`src/rtl/dmem_arbiter_pkg.sv`:
```
// dmem_arbiter_pkg: shared types for the data-memory arbiter.
package dmem_arbiter_pkg;
    typedef logic [9:0]  logic10;
    typedef logic [31:0] logic32;
    typedef enum logic {NORMAL, BOOST} arb_state_t;
    typedef enum logic [1:0] {OWNER_NONE, OWNER_CPU, OWNER_DBG} arb_owner_t;
endpackage

```
`src/rtl/dmem_arbiter_streak.sv`:
```
// arb_streak_counter: saturating count of contested CPU wins with clear and threshold flag.
module arb_streak_counter #(
    parameter int MAX_STREAK = 4
) (
    input  logic clk_i,
    input  logic rst_ni,
    input  logic clr_i,
    input  logic inc_i,
    output logic thresh_o
);
    localparam int W = $clog2(MAX_STREAK + 1);
    logic [W-1:0] count_q, count_d;
    always_comb begin
        count_d = clr_i ? '0 : (inc_i && count_q != W'(MAX_STREAK)) ? count_q + 1'b1 : count_q;
    end
    always_ff @(posedge clk_i or negedge rst_ni) begin
        if (!rst_ni) count_q <= '0;
        else         count_q <= count_d;
    end
    assign thresh_o = count_q == W'(MAX_STREAK - 1);
endmodule

```
`src/rtl/dmem_arbiter.sv`:
```
// dmem_arbiter: shares single-port dmem between the CPU (default priority) and a debug port,
// with a streak counter that forces debug through after MAX_STREAK contested CPU wins.
module dmem_arbiter
    import dmem_arbiter_pkg::*;
#(
    parameter int ADDR_W     = 10,
    parameter int DATA_W     = 32,
    parameter int MAX_STREAK = 4
) (
    input  logic              clk_i,
    input  logic              rst_ni,
    input  logic              cpu_req_i,
    input  logic              cpu_we_i,
    input  logic [ADDR_W-1:0] cpu_addr_i,
    input  logic [DATA_W-1:0] cpu_wd_i,
    output logic              cpu_stall_o,
    output logic              cpu_rvalid_o,
    output logic [DATA_W-1:0] cpu_rd_o,
    input  logic              dbg_req_i,
    input  logic              dbg_we_i,
    input  logic [ADDR_W-1:0] dbg_addr_i,
    input  logic [DATA_W-1:0] dbg_wd_i,
    output logic              dbg_gnt_o,
    output logic              dbg_rvalid_o,
    output logic [DATA_W-1:0] dbg_rd_o,
    output logic              mem_en_o,
    output logic              mem_we_o,
    output logic [ADDR_W-1:0] mem_addr_o,
    output logic [DATA_W-1:0] mem_wd_o,
    input  logic [DATA_W-1:0] mem_rd_i
);
    arb_state_t        state_q, state_d;
    arb_owner_t        owner_q, owner_d;
    logic [DATA_W-1:0] cpu_rd_q, dbg_rd_q;
    logic              contested, cpu_win, dbg_win, streak_clr, streak_inc, at_thresh;

    // Grants are gated by reset so nothing reaches memory while it is held.
    assign contested = cpu_req_i & dbg_req_i;
    assign dbg_win   = rst_ni & dbg_req_i & (~cpu_req_i | state_q == BOOST);
    assign cpu_win   = rst_ni & cpu_req_i & ~dbg_win;

    assign cpu_stall_o = cpu_req_i & ~cpu_win;
    assign dbg_gnt_o   = dbg_win;
    assign mem_en_o    = cpu_win | dbg_win;
    assign mem_we_o    = cpu_win ? cpu_we_i   : dbg_win ? dbg_we_i   : 1'b0;
    assign mem_addr_o  = cpu_win ? cpu_addr_i : dbg_win ? dbg_addr_i : '0;
    assign mem_wd_o    = cpu_win ? cpu_wd_i   : dbg_win ? dbg_wd_i   : '0;

    assign streak_inc = state_q == NORMAL & contested;
    assign streak_clr = dbg_win & (state_q == BOOST | ~cpu_req_i);

    arb_streak_counter #(.MAX_STREAK(MAX_STREAK)) u_streak (
        .clk_i    (clk_i),
        .rst_ni   (rst_ni),
        .clr_i    (streak_clr),
        .inc_i    (streak_inc),
        .thresh_o (at_thresh)
    );

    always_comb begin
        state_d = (streak_inc & at_thresh) ? BOOST : (state_q == BOOST & dbg_win) ? NORMAL : state_q;
        owner_d = (cpu_win & ~cpu_we_i) ? OWNER_CPU : (dbg_win & ~dbg_we_i) ? OWNER_DBG : OWNER_NONE;
    end

    always_ff @(posedge clk_i or negedge rst_ni) begin
        if (!rst_ni) begin
            state_q  <= NORMAL;
            owner_q  <= OWNER_NONE;
            cpu_rd_q <= '0;
            dbg_rd_q <= '0;
        end else begin
            state_q <= state_d;
            owner_q <= owner_d;
            if (owner_q == OWNER_CPU) cpu_rd_q <= mem_rd_i;
            if (owner_q == OWNER_DBG) dbg_rd_q <= mem_rd_i;
        end
    end

    // Read data is live during the return cycle, then held until the next read to that port.
    assign cpu_rvalid_o = owner_q == OWNER_CPU;
    assign dbg_rvalid_o = owner_q == OWNER_DBG;
    assign cpu_rd_o     = cpu_rvalid_o ? mem_rd_i : cpu_rd_q;
    assign dbg_rd_o     = dbg_rvalid_o ? mem_rd_i : dbg_rd_q;
endmodule

```
`config.mk`:
```
export PLATFORM = sky130hd
export DESIGN_NAME = dmem_arbiter
export DESIGN_NICKNAME = d
export VERILOG_FILES = /design/src/rtl/dmem_arbiter_pkg.sv /design/src/rtl/dmem_arbiter_streak.sv /design/src/rtl/dmem_arbiter.sv
export SDC_FILE = /design/constraint.sdc
export NUM_CORES = 1
export LEC_CHECK = 0
export ABC_AREA = 1
export CAP_MARGIN = 40
export CORE_MARGIN = 2
export CORE_UTILIZATION = 32
export CTS_CLUSTER_DIAMETER = 40
export DETAILED_ROUTE_END_ITERATION = 8
export GPL_ROUTABILITY_DRIVEN = 0
export HOLD_SLACK_MARGIN = 0.15
export PLACE_DENSITY = 0.73
export RECOVER_POWER = 100
export SYNTH_ARGS = -nofsm -noshare
export SYNTH_HDL_FRONTEND = slang
export SYNTH_HIERARCHICAL = 1
export SYNTH_SLANG_ARGS = --single-unit
```
`constraint.sdc`:
```
create_clock -name clk_i -period 1.3 [get_ports clk_i]
set_input_delay 0.26 -clock clk_i [delete_from_list [all_inputs] [get_ports clk_i]]
set_output_delay 0.26 -clock clk_i [all_outputs]
set_load 0.02 [all_outputs]
```
==> results.sh, run 1 <==
export IMPL_die_w_um=108.1
export IMPL_syn_area_um2=3466
export IMPL_antenna_cells=0
export IMPL_numPortBuffers=233
export IMPL_clkTransAtPathRegs_ns=0.08
export IMPL_clockBufferDepth=2
export IMPL_p_per_area_nw_per_um2=1198
export IMPL_worstHoldPathType="primary input to flop"
export IMPL_seq_area_frac_synth_pct=50.54
export IMPL_crit_path_start_kind="flop"
export IMPL_row_count=37
export IMPL_rsz0062_at_grt="yes"
export IMPL_ir_worst_vdd_v=0.0006629
export IMPL_drt_pass1_iterations=4
export IMPL_syn_nets=552
export IMPL_avgSynthCellArea_um2=8.117
export IMPL_synth_area_leaders="dfrtp_1 (51%), nand2_1 (17%), nand3_1 (6.6%)"
export IMPL_synth_area_leader_cell="dfrtp_1"
export IMPL_worstSetupPathType="flop to primary output"
export IMPL_crit_required_ns=1.04
export IMPL_cts_tree="yes"
export IMPL_dp_hpwl_um=10500
export IMPL_grt_total_usage_pct=27.42
export IMPL_coreArea_um2=10420
export IMPL_area_growth_synth_to_final_pct=145.0
export IMPL_cts_buffers_inserted=9
export IMPL_finalWirelength_um=17650
export IMPL_min_period_ns=1.911
export IMPL_drc=0
export IMPL_layout_drive_gt1_share_pct=58.86
export IMPL_skew_ns=0.01007
export IMPL_final_util_pct=81.51
export IMPL_synth_cell_types=20
export IMPL_violations="setup timing"
export IMPL_leakage_nw=3.987
export IMPL_regArea_um2=1752
export IMPL_drt_iter0_drc=160
export IMPL_setup_viol=187
export IMPL_drv_cap=0
export IMPL_overflow=0
export IMPL_cp_arrival_ns=1.65
export IMPL_slew_headroom_pct=51.16
export IMPL_worstPathMaxFanout=6
export IMPL_endpoint_kind="primary output"
export IMPL_die_area_um2=11680
export IMPL_tightest_slew_ns=0.7326
export IMPL_clock_sinks=70
export IMPL_grt_pass1_wl_um=24440
export IMPL_status="complete, but fails checks"
export IMPL_antenna_found_initial=0
export IMPL_h_tree_depth=3
export IMPL_cts_root_buf="clkbuf_8"
export IMPL_clk_insertion_delay_late_ns=0.34
export IMPL_vias=4384
export IMPL_yosys_area_top_type_share_pct=50.54
export IMPL_final_nets=876
export IMPL_ios=234
export IMPL_grt_max_degree=61
export IMPL_fillCellCount=561
export IMPL_viasPerCell=4.915
export IMPL_initial_core_util_pct=33.27
export IMPL_max_freq_ghz=0.5234
export IMPL_grt_pass1_vias=4774
export IMPL_die_y_um=108.1
export IMPL_synth_warnings=6
export IMPL_min_period_over_period_pct=147.0
export IMPL_hold_viol=0
export IMPL_finalMaxSlewViolations=0
export IMPL_holdWs_ns=0.4938
export IMPL_synth_ff_latch_count=70
export IMPL_wl_per_cell_um=19.79
export IMPL_fin_ws_ns=-0.6106
export IMPL_netlist_instances=427
export IMPL_ant_nets=0
export IMPL_multi_input_area_um2=2534
## metrics by stage
step,setup TNS (ns),instances,power [mW],setup WS (ns),instance area (um^2)
after global placement,-81.54,828,7.100,-1.008,6829
after detailed placement,-84.40,829,7.249,-1.020,6857
after global routing,-81.97,892,10.65,-0.6749,8491
final,-64.25,892,10.17,-0.6106,8491
after CTS,-59.46,887,9.966,-0.6314,8213
after floorplan,-2.407,427,5.040,-0.09219,4018
## placed cells by master, fill, tap and decap left out, drive strengths merged
| cell type | count |
|---|---|
| a21boi | 1 |
| a21oi | 1 |
| buf | 212 |
| bufinv | 2 |
| clkbuf | 16 |
| clkdlybuf4s15 | 1 |
| clkdlybuf4s50 | 118 |
| clkinv | 2 |
| clkinvlp | 1 |
| dfrtp | 70 |
| dlygate4sd2 | 1 |
| dlygate4sd3 | 1 |
| ha | 3 |
| inv | 44 |
| nand2 | 164 |
| nand3 | 46 |
| nand4 | 2 |
| nor2 | 5 |
| o21ai | 65 |
| or2 | 1 |
## cell type report
class,count,share of cell area [%]
Sequential cell,70,20.63
Clock inverter,6,1.105
Inverter,43,1.916
Timing Repair Buffer,339,43.00
Tap cell,136,2.004
Clock buffer,10,1.503
Multi-Input combinational cell,288,29.84
## logic make-up (layout without fill, tap and decap cells)
kind of cell    count (synthesis)  after routing  share of synthesized area [%]
buf+inv                        69            398                          11.23
compound gates                 67             67                          11.16
fa+ha+maj                       3              3                          1.083
simple gates                  218            218                          25.99
flops                          70             70                          50.54
## what timing repair did
action                                 CTS  global route
pin swaps                               34            36
gates cloned                            10             3
hold buffers                             1             0
endpoints found under the hold margin   10             0
setup endpoints to repair              123           129
gates resized for setup                789            75
setup buffers                           32            11
## flip-flops by register name (all words and copies together) (netlist names)
name and count:
u_streak/count_q 3, dbg_rd_q 32, cpu_rd_q 32, state_q 1
owner_q 2
## worst max-delay path: stages (launching register included)
cell and delay, ns:
dfrtp_1 0.41, or2_4 0.30, buf_12 0.16, buf_16 0.14
o21ai_4 0.16, buf_6 0.14
## final timing paths
path	start	end	slack (ns)	depth (start not counted)
max reg2reg	owner_q[0]$_DFF_PN0_	dbg_rd_q[9]$_DFF_PN0_	-0.22	7
max in group asynchronous	rst_ni	cpu_rd_q[29]$_DFF_PN0_	-0.11	4
max	owner_q[0]$_DFF_PN0_	dbg_rd_o[9]	-0.61	5
min in group asynchronous	rst_ni	u_streak/count_q[0]$_DFFE_PN0P_	0.69	3
min	dbg_we_i	owner_q[1]$_DFF_PN0_	0.49	2
min reg2reg	dbg_rd_q[27]$_DFF_PN0_	dbg_rd_q[27]$_DFF_PN0_	0.49	2
## power breakdown
part | switching (mW) | total, mW | internal (mW) | leakage, nW
clock network | 0.894 | 1.99 | 1.10 | 0.107
logic | 2.56 | 5.19 | 2.63 | 3.02
registers | 0.297 | 2.99 | 2.69 | 0.860
total | 3.75 | 10.2 | 6.42 | 3.99
## cells in the mapped netlist
cell type,instances
a21boi_0,1
a21oi_4,1
buf_2,4
buf_4,3
buf_6,15
clkbuf_1,4
clkinv_2,1
dfrtp_1,70
ha_1,3
inv_1,42
nand2_1,159
nand2_2,4
nand2_4,1
nand3_1,46
nand4_1,2
nor2_1,5
o21ai_0,33
o21ai_1,22
o21ai_2,10
or2_1,1
## per-layer routing
layer  routed length (um)  GRT usage (%)  up-vias  share of wire, %
met5                    0              0        -                 0
met1                 5827          26.88     2116                33
met2                 9503          51.75      209                54
met3                 1218          7.535       61               6.9
li1                     -              -     1998                 -
met4                 1101          14.93        0               6.2
Note: power is estimated with default switching activity, not from simulation.
==> run 2: changes to the inputs <==
Settings changed: ABC_AREA 1 to unset, CORE_UTILIZATION 32 to 33, PLACE_DENSITY 0.73 to 0.74.
==> results.sh, run 2 <==
export IMPL_max_freq_ghz=0.4993
export IMPL_finalMaxSlewViolations=0
export IMPL_grt_max_degree=52
export IMPL_synth_most_common_cell="nand2_1"
export IMPL_cts_tree="yes"
export IMPL_synth_ff_latch_count=70
export IMPL_synth_warnings=6
export IMPL_vias=3754
export IMPL_synth_adder_area_share_pct=1.026
export IMPL_clockBufferDepth=2
export IMPL_drv_cap=0
export IMPL_r2r_start="owner_q[1]$_DFF_PN0_"
export IMPL_grt_pass1_vias=3955
export IMPL_coreArea_um2=10840
export IMPL_worstPathMaxFanout=6
export IMPL_die_area_um2=11950
export IMPL_viasPerCell=4.869
export IMPL_ant_nets=0
export IMPL_antenna_found_initial=0
export IMPL_min_from="dbg_rd_q[28]$_DFF_PN0_"
export IMPL_min_period_over_period_pct=154.1
export IMPL_worstSetupPathType="flop to primary output"
export IMPL_antenna_cells=0
export IMPL_status="complete, but fails checks"
export IMPL_endpoint_kind="primary output"
export IMPL_synth_xor_area_share_pct=0.2393
export IMPL_cts_buffers_inserted=9
export IMPL_holdWs_ns=0.4935
export IMPL_fillCellCount=698
export IMPL_finalPower_mw=10.85
export IMPL_mostFrequentLayoutCells="clkdlybuf4s50_1 (118), buf_6 (112), nand2_1 (87), dfrtp_1 (70), mux2_4 (61)"
export IMPL_min_period_ns=2.003
export IMPL_die_w_um=109.3
export IMPL_clkTransAtPathRegs_ns=0.07
export IMPL_dp_cells=689
export IMPL_tightest_slew_ns=0.6813
export IMPL_die_y_um=109.3
export IMPL_wl_per_cell_um=19.81
export IMPL_skew_ns=0.008312
export IMPL_asyncSetResetFlopFracSynth_pct=100.0
export IMPL_row_count=38
export IMPL_initial_core_util_pct=33.76
export IMPL_numPortBuffers=233
export IMPL_wl_met3_um=994
export IMPL_leakage_nw=3.565
export IMPL_clk_insertion_delay_late_ns=0.34
export IMPL_synth_compound_area_share_pct=8.581
export IMPL_yosys_area_top_type_share_pct=47.86
export IMPL_synth_edf_count=0
export IMPL_wl_met1_um=5401
export IMPL_crit_path_start_kind="flop"
export IMPL_highest_layer="met4"
export IMPL_grt_pass1_wl_um=20180
export IMPL_h_tree_depth=3
export IMPL_finalWirelength_um=15280
export IMPL_reg_top3="cpu_rd_q (32), dbg_rd_q (32), u_streak/count_q (3)"
export IMPL_cp_arrival_ns=1.74
export IMPL_fin_cells=771
export IMPL_cts_root_buf="clkbuf_8"
export IMPL_overflow=0
export IMPL_area_growth_synth_to_final_pct=118.8
export IMPL_holdPathEnd="dbg_rd_q[28]$_DFF_PN0_"
export IMPL_dp_hpwl_um=8712
export IMPL_clock_sinks=70
export IMPL_seq_area_frac_synth_pct=47.86
export IMPL_r2r_end="cpu_rd_q[1]$_DFF_PN0_"
export IMPL_netlist_instances=322
export IMPL_synthMuxAreaShare_pct=25.91
export IMPL_final_nets=751
export IMPL_synth_cell_types=25
export IMPL_synth_area_leaders="dfrtp_1 (48%), mux2_4 (24%), nand2_1 (9.1%)"
export IMPL_reg2reg_slack_ns=-0.28
export IMPL_syn_area_um2=3660
export IMPL_ios=234
export IMPL_yosys_area_share_simple_pct=11.04
export IMPL_violations="setup timing"
export IMPL_setup_viol=141
export IMPL_fin_ws_ns=-0.7029
export IMPL_hold_viol=0
export IMPL_crit_required_ns=1.04
export IMPL_drc=0
export IMPL_slew_headroom_pct=54.58
export IMPL_synth_top_family_by_area="multiplexers"
export IMPL_reg2regPathDepth=6
export IMPL_ir_worst_vdd_v=0.0009042
export IMPL_drt_pass1_iterations=4
export IMPL_synth_top_cells_by_count="nand2_1 (89), dfrtp_1 (70), mux2_4 (58), o22ai_1 (43), buf_2 (12)"
export IMPL_grt_total_usage_pct=22.48
export IMPL_layout_drive_gt1_share_pct=52.61
export IMPL_p_per_area_nw_per_um2=1355
export IMPL_final_common_cell="clkdlybuf4s50_1"
export IMPL_syn_nets=447
export IMPL_worstHoldPathType="flop to flop"
export IMPL_ys_flop_type="dfrtp_1"
export IMPL_rsz0062_at_grt="yes"
export IMPL_drt_iter0_drc=184
export IMPL_avgSynthCellArea_um2=11.37
export IMPL_synth_area_leader_cell="dfrtp_1"
export IMPL_wl_met2_um=8408
export IMPL_min_path_cells=1
run 2: worst max-delay path by stage:
stage	slack, ns	start	end
final	-0.70	state_q$_DFFE_PN0P_	mem_wd_o[3]
after global routing	-0.77	owner_q[0]$_DFF_PN0_	dbg_rd_o[30]
after CTS	-0.79	owner_q[1]$_DFF_PN0_	cpu_rd_o[22]
after detailed placement	-1.11	cpu_req_i	mem_wd_o[31]
after global placement	-1.08	cpu_req_i	mem_wd_o[31]
after floorplan	-0.08	state_q$_DFFE_PN0P_	mem_addr_o[2]
run 2: critical path: stages, from the launching register on:
cell and delay (ns):
dfrtp_1 0.39, nand2b_4 0.18, nand2_8 0.11, buf_12 0.16, buf_16 0.13, buf_8 0.12, o22ai_4 0.15, buf_6 0.15
run 2: cell type report:
cell class / count / area (um^2) / area share (%)
Timing Repair Buffer: 319 / 3472 / 43.37
Multi-Input combinational cell: 219 / 2396 / 29.93
Sequential cell: 70 / 1752 / 21.88
Tap cell: 140 / 175.2 / 2.188
Clock buffer: 11 / 151.4 / 1.891
Clock inverter: 5 / 33.78 / 0.4219
Inverter: 7 / 26.28 / 0.3282
run 2: cells by family after synthesis:
logic type | Yosys count
AO/OA/AOI/OAI | 48
XOR/XNOR | 1
adder cells (fa/ha/maj) | 3
buffers and inverters | 33
flip-flops | 70
multiplexers | 65
AND/OR/NAND/NOR | 102
run 2: through the flow:
stage               util [%]  setup TNS (ns)  worst slack [ns]  area, um^2
global placement       57.46          -81.24            -1.083        6228
floorplan                  -          -7.477          -0.08451        3675
finish                 73.86          -73.06           -0.7029        8006
global route           73.86          -81.59           -0.7653        8006
CTS                    69.30          -74.24           -0.7942        7512
detailed placement     57.46          -83.77            -1.114        6228
run 2: timing repair:
item,4_1_cts,5_1_grt
gates resized for setup,694,103
setup endpoints to repair,118,145
hold buffers,2,0
gates cloned,11,5
pin swaps,11,33
buffers inserted,43,15
hold endpoints to repair,11,0
run 2: routing by layer:
layer,vias to the layer above,global-route usage (%)
met1,1824,23.52
met2,173,41.70
met5,-,0
met3,34,6.283
met4,0,10.04
li1,1723,-
run 2: power breakdown:
group / leakage [nW] / internal [mW] / switching [mW]
logic: 2.64 / 3.37 / 2.82
clock network: 0.0913 / 0.792 / 0.802
registers: 0.829 / 2.84 / 0.227
total: 3.56 / 7.00 / 3.85
